==> src/rtl/piso_serializer.sv <==
// Parallel-in serial-out transmitter with a one-word holding buffer
// so that back-to-back words stream with no idle bit between them.
module piso_serializer #(
  parameter int WIDTH      = 8,
  parameter bit MSB_FIRST  = 1'b1,
  parameter bit IDLE_LEVEL = 1'b0
) (
  input  logic             clk,
  input  logic             reset,
  input  logic [WIDTH-1:0] p_in,
  input  logic             load_valid,
  output logic             load_ready,
  output logic             s_out,
  output logic             s_frame,
  output logic             s_last,
  output logic             busy
);

  localparam int CW = (WIDTH > 2) ? $clog2(WIDTH) : 1;
  localparam logic [CW-1:0] LAST = CW'(WIDTH - 1);

  typedef enum logic {
    IDLE,
    SHIFT
  } state_t;

  state_t           state_q, state_d;
  logic [WIDTH-1:0] sh_q, sh_d;
  logic [WIDTH-1:0] hold_q, hold_d;
  logic             hold_v_q, hold_v_d;
  logic [CW-1:0]    cnt_q, cnt_d;

  logic             xfer;
  logic             cur_bit;
  logic [WIDTH-1:0] sh_next;

  assign load_ready = !hold_v_q;
  assign xfer       = load_valid && load_ready;
  assign cur_bit    = MSB_FIRST ? sh_q[WIDTH-1] : sh_q[0];
  assign sh_next    = MSB_FIRST ? {sh_q[WIDTH-2:0], 1'b0}
                                : {1'b0, sh_q[WIDTH-1:1]};

  always_comb begin
    state_d  = state_q;
    sh_d     = sh_q;
    hold_d   = hold_q;
    hold_v_d = hold_v_q;
    cnt_d    = cnt_q;
    unique case (state_q)
      IDLE: begin
        if (xfer) begin
          sh_d    = p_in;
          cnt_d   = '0;
          state_d = SHIFT;
        end
      end
      SHIFT: begin
        if (cnt_q == LAST) begin
          // held word wins; otherwise a fresh word skips the buffer
          if (hold_v_q) begin
            sh_d     = hold_q;
            hold_v_d = 1'b0;
            cnt_d    = '0;
          end else if (xfer) begin
            sh_d  = p_in;
            cnt_d = '0;
          end else begin
            state_d = IDLE;
          end
        end else begin
          sh_d  = sh_next;
          cnt_d = cnt_q + 1'b1;
          if (xfer) begin
            hold_d   = p_in;
            hold_v_d = 1'b1;
          end
        end
      end
      default: state_d = IDLE;
    endcase
  end

  always_ff @(posedge clk) begin
    if (reset) begin
      state_q  <= IDLE;
      sh_q     <= '0;
      hold_q   <= '0;
      hold_v_q <= 1'b0;
      cnt_q    <= '0;
    end else begin
      state_q  <= state_d;
      sh_q     <= sh_d;
      hold_q   <= hold_d;
      hold_v_q <= hold_v_d;
      cnt_q    <= cnt_d;
    end
  end

  assign s_frame = (state_q == SHIFT);
  assign s_out   = s_frame ? cur_bit : IDLE_LEVEL;
  assign s_last  = s_frame && (cnt_q == LAST);
  assign busy    = s_frame || hold_v_q;

endmodule

==> config.mk <==
export PLATFORM = sky130hd
export DESIGN_NAME = piso_serializer
export DESIGN_NICKNAME = d
export VERILOG_FILES = /design/src/rtl/piso_serializer.sv
export SDC_FILE = /design/constraint.sdc
export NUM_CORES = 1
export LEC_CHECK = 0
export ABC_AREA = 1
export BUFFER_PORTS_ARGS = -buffer_cell sky130_fd_sc_hd__buf_2
export CORE_MARGIN = 2
export CORE_UTILIZATION = 59
export DETAILED_ROUTE_END_ITERATION = 8
export GPL_TIMING_DRIVEN = 0
export MAX_ROUTING_LAYER = met4
export PLACE_DENSITY = 0.89
export REMOVE_ABC_BUFFERS = 1
export SLEW_MARGIN = 20
export SYNTH_ARGS = -nofsm -noshare
export SYNTH_HDL_FRONTEND = slang
export SYNTH_SLANG_ARGS = --single-unit
==> constraint.sdc <==
create_clock -name clk -period 3 [get_ports clk]
set_clock_uncertainty 0.2 [all_clocks]
set_input_delay 0.3 -clock clk [delete_from_list [all_inputs] [get_ports clk]]
set_output_delay 0.3 -clock clk [all_outputs]
set_load 0.005 [all_outputs]
* Yosys cells after proc, flatten, opt, wreduce, memory -nomap -nowiden
Index checks and enable logic that the tools add are counted.
Cells by class: equality and inequality tests 1, $add $sub $neg 1, bitwise logic cells 2, multiplexer cells 15, reductions and logical operators 7
Operators by type and width (count):
- $mux 8 | 3
- $pmux 8 s2 | 1
- $mux 3 | 3
- $mux 1 | 6
- $pmux 3 s2 | 1
- $add 3x1->3 const B | 1
- $eq 3x3->1 const B | 1
- $reduce_and 3->1 | 1
- $logic_and 1x1->1 | 2
- $not 1->1 | 2
- $pmux 1 s2 | 1
- $reduce_and 2->1 | 1
- $reduce_bool 2->1 | 1
- $logic_not 1->1 | 1
- $logic_or 1x1->1 | 1
Storage, ports and cells: output and inout bits 5, input port bits 11, logic and storage cells 31, register bits after elaboration 21

* Logic depth before layout (Yosys ltp)
depth in word-level cells 6, depth in mapped cells 7, gate-level depth less buffers 7

* Worst setup path before layout
OpenSTA, ideal clock, no wires.
kind register to register, from reg cnt_q[0], to reg hold_q[0], setup slack 1.519 ns, data arrival time 1.166 ns, clock period less this slack 1.481 ns, stages on the path, launching flop included 7, library setup time 0.116 ns, buffers on the path 0, cells stage by stage dfxtp_1 ha_1 ha_1 nor2_4 nand2_4 o21ai_0 nor2_1
Between the ends: cells in the longest elaborated chain, start to end 3
RTL lines:
- start, declared | RTL line 31 | logic [CW-1:0] cnt_q, cnt_d;
- start signal, assigned | RTL line 95 | cnt_q <= cnt_d;
- $eq 3x3->1 | RTL line 58 | if (cnt_q == LAST) begin
- $not 1->1 (no source line)
- $reduce_and 3->1 (no source line)
- end signal, assigned | RTL line 93 | hold_q <= hold_d;
- end, declared | RTL line 29 | logic [WIDTH-1:0] hold_q, hold_d;
No other way between the ends. A chain may end at the register's enable or synchronous reset.

* Worst setup path in the final report
from reg cnt_q[0], to out s_last
Between the ends: cells in the longest elaborated chain, start to end 2
RTL lines:
- $eq 3x3->1 | RTL line 101 | assign s_last = s_frame && (cnt_q == LAST);
- $logic_and 1x1->1 | RTL line 101
- end, declared | RTL line 15 | output logic s_last,
No other way between the ends.

==> summary.md <==
| Metric | Value |
|---|---|
| CP max-delay cell | dfxtp_1 |
| Remaining global-route overflow | 0 |
| Layout Nets | 202 |
| Synthesized area | 1120 um2 |
| Critical Path Most Common Cell | ha_1 |
| Root buffer cell | clkbuf_4 |
| Hold depth | 3 |
| Hold endpoint | hold_q[7]$_SDFFE_PP0P_ |
| Vias per inst | 5.08 |
| DIE WIDTH | 47.7 um |
| Share of cells above drive strength 1 | 0.139 |
| Met3 global-route usage | 0.0415 |
| CTS Buffer Depth | 2 |
| Arrival time at the worst endpoint | 1.40 ns |
| Cells along the critical path | ha_1, ha_1, nand2_1, inv_1, buf_2 |
| Initial Util | 0.638 |
| Setup crit end kind | output port |
| PD cells | 455 nW/um2 |
| Routed Wire Length | 2.25 mm |
| Hold_buf cts | 0 |
| Largest net degree at the start of global routing | 17 |
| First-pass GRT wire length | 3.66 mm |
| Fin util | 0.687 |
| Syn-to-layout area delta | 7.68% |
| Setup repair bufs after CTS | 0 |
| Worst Reg2Reg Path Length in Cells | 6 |
| Detail Route Antenna Nets | 0 |
| CTS sink cnt | 21 |
| Met1 Track Usage GR | 0.261 |
| LEAKAGE | about 0.58 nW |
| Worst relative slew slack | 0.617 |
| Die H | 47.7 um |
| M2 GR Usage | 0.419 |
| Diode count | 0 |
| Latest clock arrival within the worst-skew pair | 0.30 ns |
| Yosys reg bits | 21 |
| Min Tclk post-route | 1.90 ns |
| CTS tree | built |
| CP max stage delay | 0.37 ns |
| Synth cell types | 20 |
| Critical Path Start Type | flop |
| Layout fillers | 178 |
| Ys async rst share | 0 |
| Syn_area_per_cell | roughly 6.5 um2 |
| Clock transition at path regs | 0.11 ns |
| Number of synthesized flops with an enable pin | 0 |
| FMAX | between 500 and 600 MHz |
| Worst-margin pin slew | around 0.57 ns |
| Worst hold path type | in2reg |
| Status | complete, no violations |
| Setup TNS | 0 ns |
| Placer congestion estimate | 0.848 |
| Reg2reg setup slack | 1.34 ns |
| VDD IR max | approximately 0.00026 V |
| Ratio of final minimum period to clock period | 0.634 |
| TritonCTS Buffers | 3 |
| Worst r2r src | cnt_q[0]$_SDFF_PP0_ |
| Busiest layer in global routing | met2 |
| DR pass1 iterations | 4 |
| Worst Path Class, Setup | reg2out |
| Final Hold Viols | 0 |
| Cells after Synth | about 170 |
| Max cap viols | 0 |
| Cts repair resizes | 0 |
| Core ar. | 1760 um2 |
| # IOs | 16 |
| Worst Path Max Fanout | 4 |
| H-Tree Depth | 1 |
| Die area | 2270 um2 |
| DR WL/cell | 10.6 um |
| Initial antenna violation count | 0 |
| Setup repair after global routing missed its margin | false |
| DRC Markers | 0 |
| Routed vias | about 1100 |
| Ys flop type | dfxtp_1 |
| Min-delay src | p_in[7] |
| GRT Util Overall | 0.239 |
| Final setup fails | 0 |
| Sequential share of the synthesized area | 0.374 |
| Ys Warns | 0 |
| Row cnt | 15 |
| Max-slew violations | 0 |
| Worst EP required | ~2.5 ns |
| DP Wirelength | 1.65 mm |
| DRT iter0 DRCs | 43 |
| FF-to-FF End | cnt_q[0]$_SDFF_PP0_ |
| Vias in the first global route | around 900 |
| PortBufs | 15 |
cell usage in the layout, fill, tap and decap left out, types with 3 or more instances in the layout:
master     n
a21oi_1   12
buf_2     15
clkbuf_4   3
dfxtp_1   21
ha_1       3
inv_1     22
nand2_1   29
nand3_1   16
nor2_1    44
o21ai_0   10
routing by layer:
| layer | part of all wire | vias to the layer above | wire, um |
|---|---|---|---|
| li1 | - | 566 | - |
| met4 | 0.0053 | 0 | 12 |
| met1 | 0.44 | 476 | 991 |
| met3 | 0.051 | 2 | 115 |
| met5 | 0 | - | 0 |
| met2 | 0.50 | 33 | 1130 |
sequential cells by signal, indices dropped and copies added (netlist names):
name      cells
cnt_q         3
hold_q        8
s_frame       1
sh_q          8
hold_v_q      1
worst max-delay path: cells and delay by family (launching register included):
kind,cells,cell delay [ns]
buffers and inverters,2,0.21
AND/OR/NAND/NOR,1,0.10
adder cells (fa/ha/maj),2,0.43
flip-flops,1,0.37
layout make-up:
type	count	area (um2)	area share
timing repair buffer	15	75.1	0.0620
tap	25	31.3	0.0258
sequential	21	420	0.347
inverter	25	98.8	0.0816
multi-input combinational	122	559	0.462
clock buffer	4	26.3	0.0217
cell usage after synthesis (2+ instances only):
| master | count | area (um2) |
|---|---|---|
| a21oi_1 | 12 | 60.1 |
| buf_4 | 2 | 15.0 |
| buf_6 | 2 | 22.5 |
| dfxtp_1 | 21 | 420 |
| ha_1 | 3 | 37.5 |
| inv_1 | 22 | 82.6 |
| inv_2 | 2 | 7.51 |
| nand2_1 | 29 | 109 |
| nand2_2 | 2 | 12.5 |
| nand3_1 | 16 | 80.1 |
| nor2_1 | 44 | 165 |
| nor3_1 | 2 | 10.0 |
| o21ai_0 | 10 | 50.1 |
power by group:
group	switching, mW	internal [mW]
Sequential	0.0158	0.300
Combinational	0.0625	0.0378
Clock	0.0834	0.0518
Total	0.162	0.390
cell families (layout without fill, tap and decap cells):
group	count (synthesis)	count (layout)	share of synthesized area
AO/OA/AOI/OAI	22	22	0.0979
adder cells (fa/ha/maj)	3	3	0.0334
buffers and inverters	31	44	0.129
flip-flops	21	21	0.374
AND/OR/NAND/NOR	97	97	0.366
worst max-delay path by stage:
| stage | endpoint | start | cells past startpoint |
|---|---|---|---|
| 2_1_floorplan | cnt_q[0]$_SDFF_PP0_ | cnt_q[0]$_SDFF_PP0_ | 6 |
| 3_3_place_gp | cnt_q[0]$_SDFF_PP0_ | cnt_q[0]$_SDFF_PP0_ | 6 |
| 3_5_place_dp | cnt_q[0]$_SDFF_PP0_ | cnt_q[0]$_SDFF_PP0_ | 6 |
| 4_1_cts | s_last | cnt_q[0]$_SDFF_PP0_ | 5 |
| 5_1_grt | s_last | cnt_q[0]$_SDFF_PP0_ | 5 |
| 6_report | s_last | cnt_q[0]$_SDFF_PP0_ | 5 |
stage by stage:
step | power, mW | instances | hold WS (ns) | area [um2] | setup WS (ns)
after detailed placement | 0.422 | 208 | 0.273 | 1180 | 1.38
after global placement | 0.417 | 208 | 0.265 | 1180 | 1.40
final | 0.552 | 212 | 0.0578 | 1210 | 1.10
after global routing | 0.582 | 212 | 0.0699 | 1210 | 1.00
after CTS | 0.555 | 212 | 0.0536 | 1210 | 1.10
after floorplan | 0.389 | 168 | 0.169 | 1080 | 1.51
No activity file was read; power rests on OpenSTA's default activity.
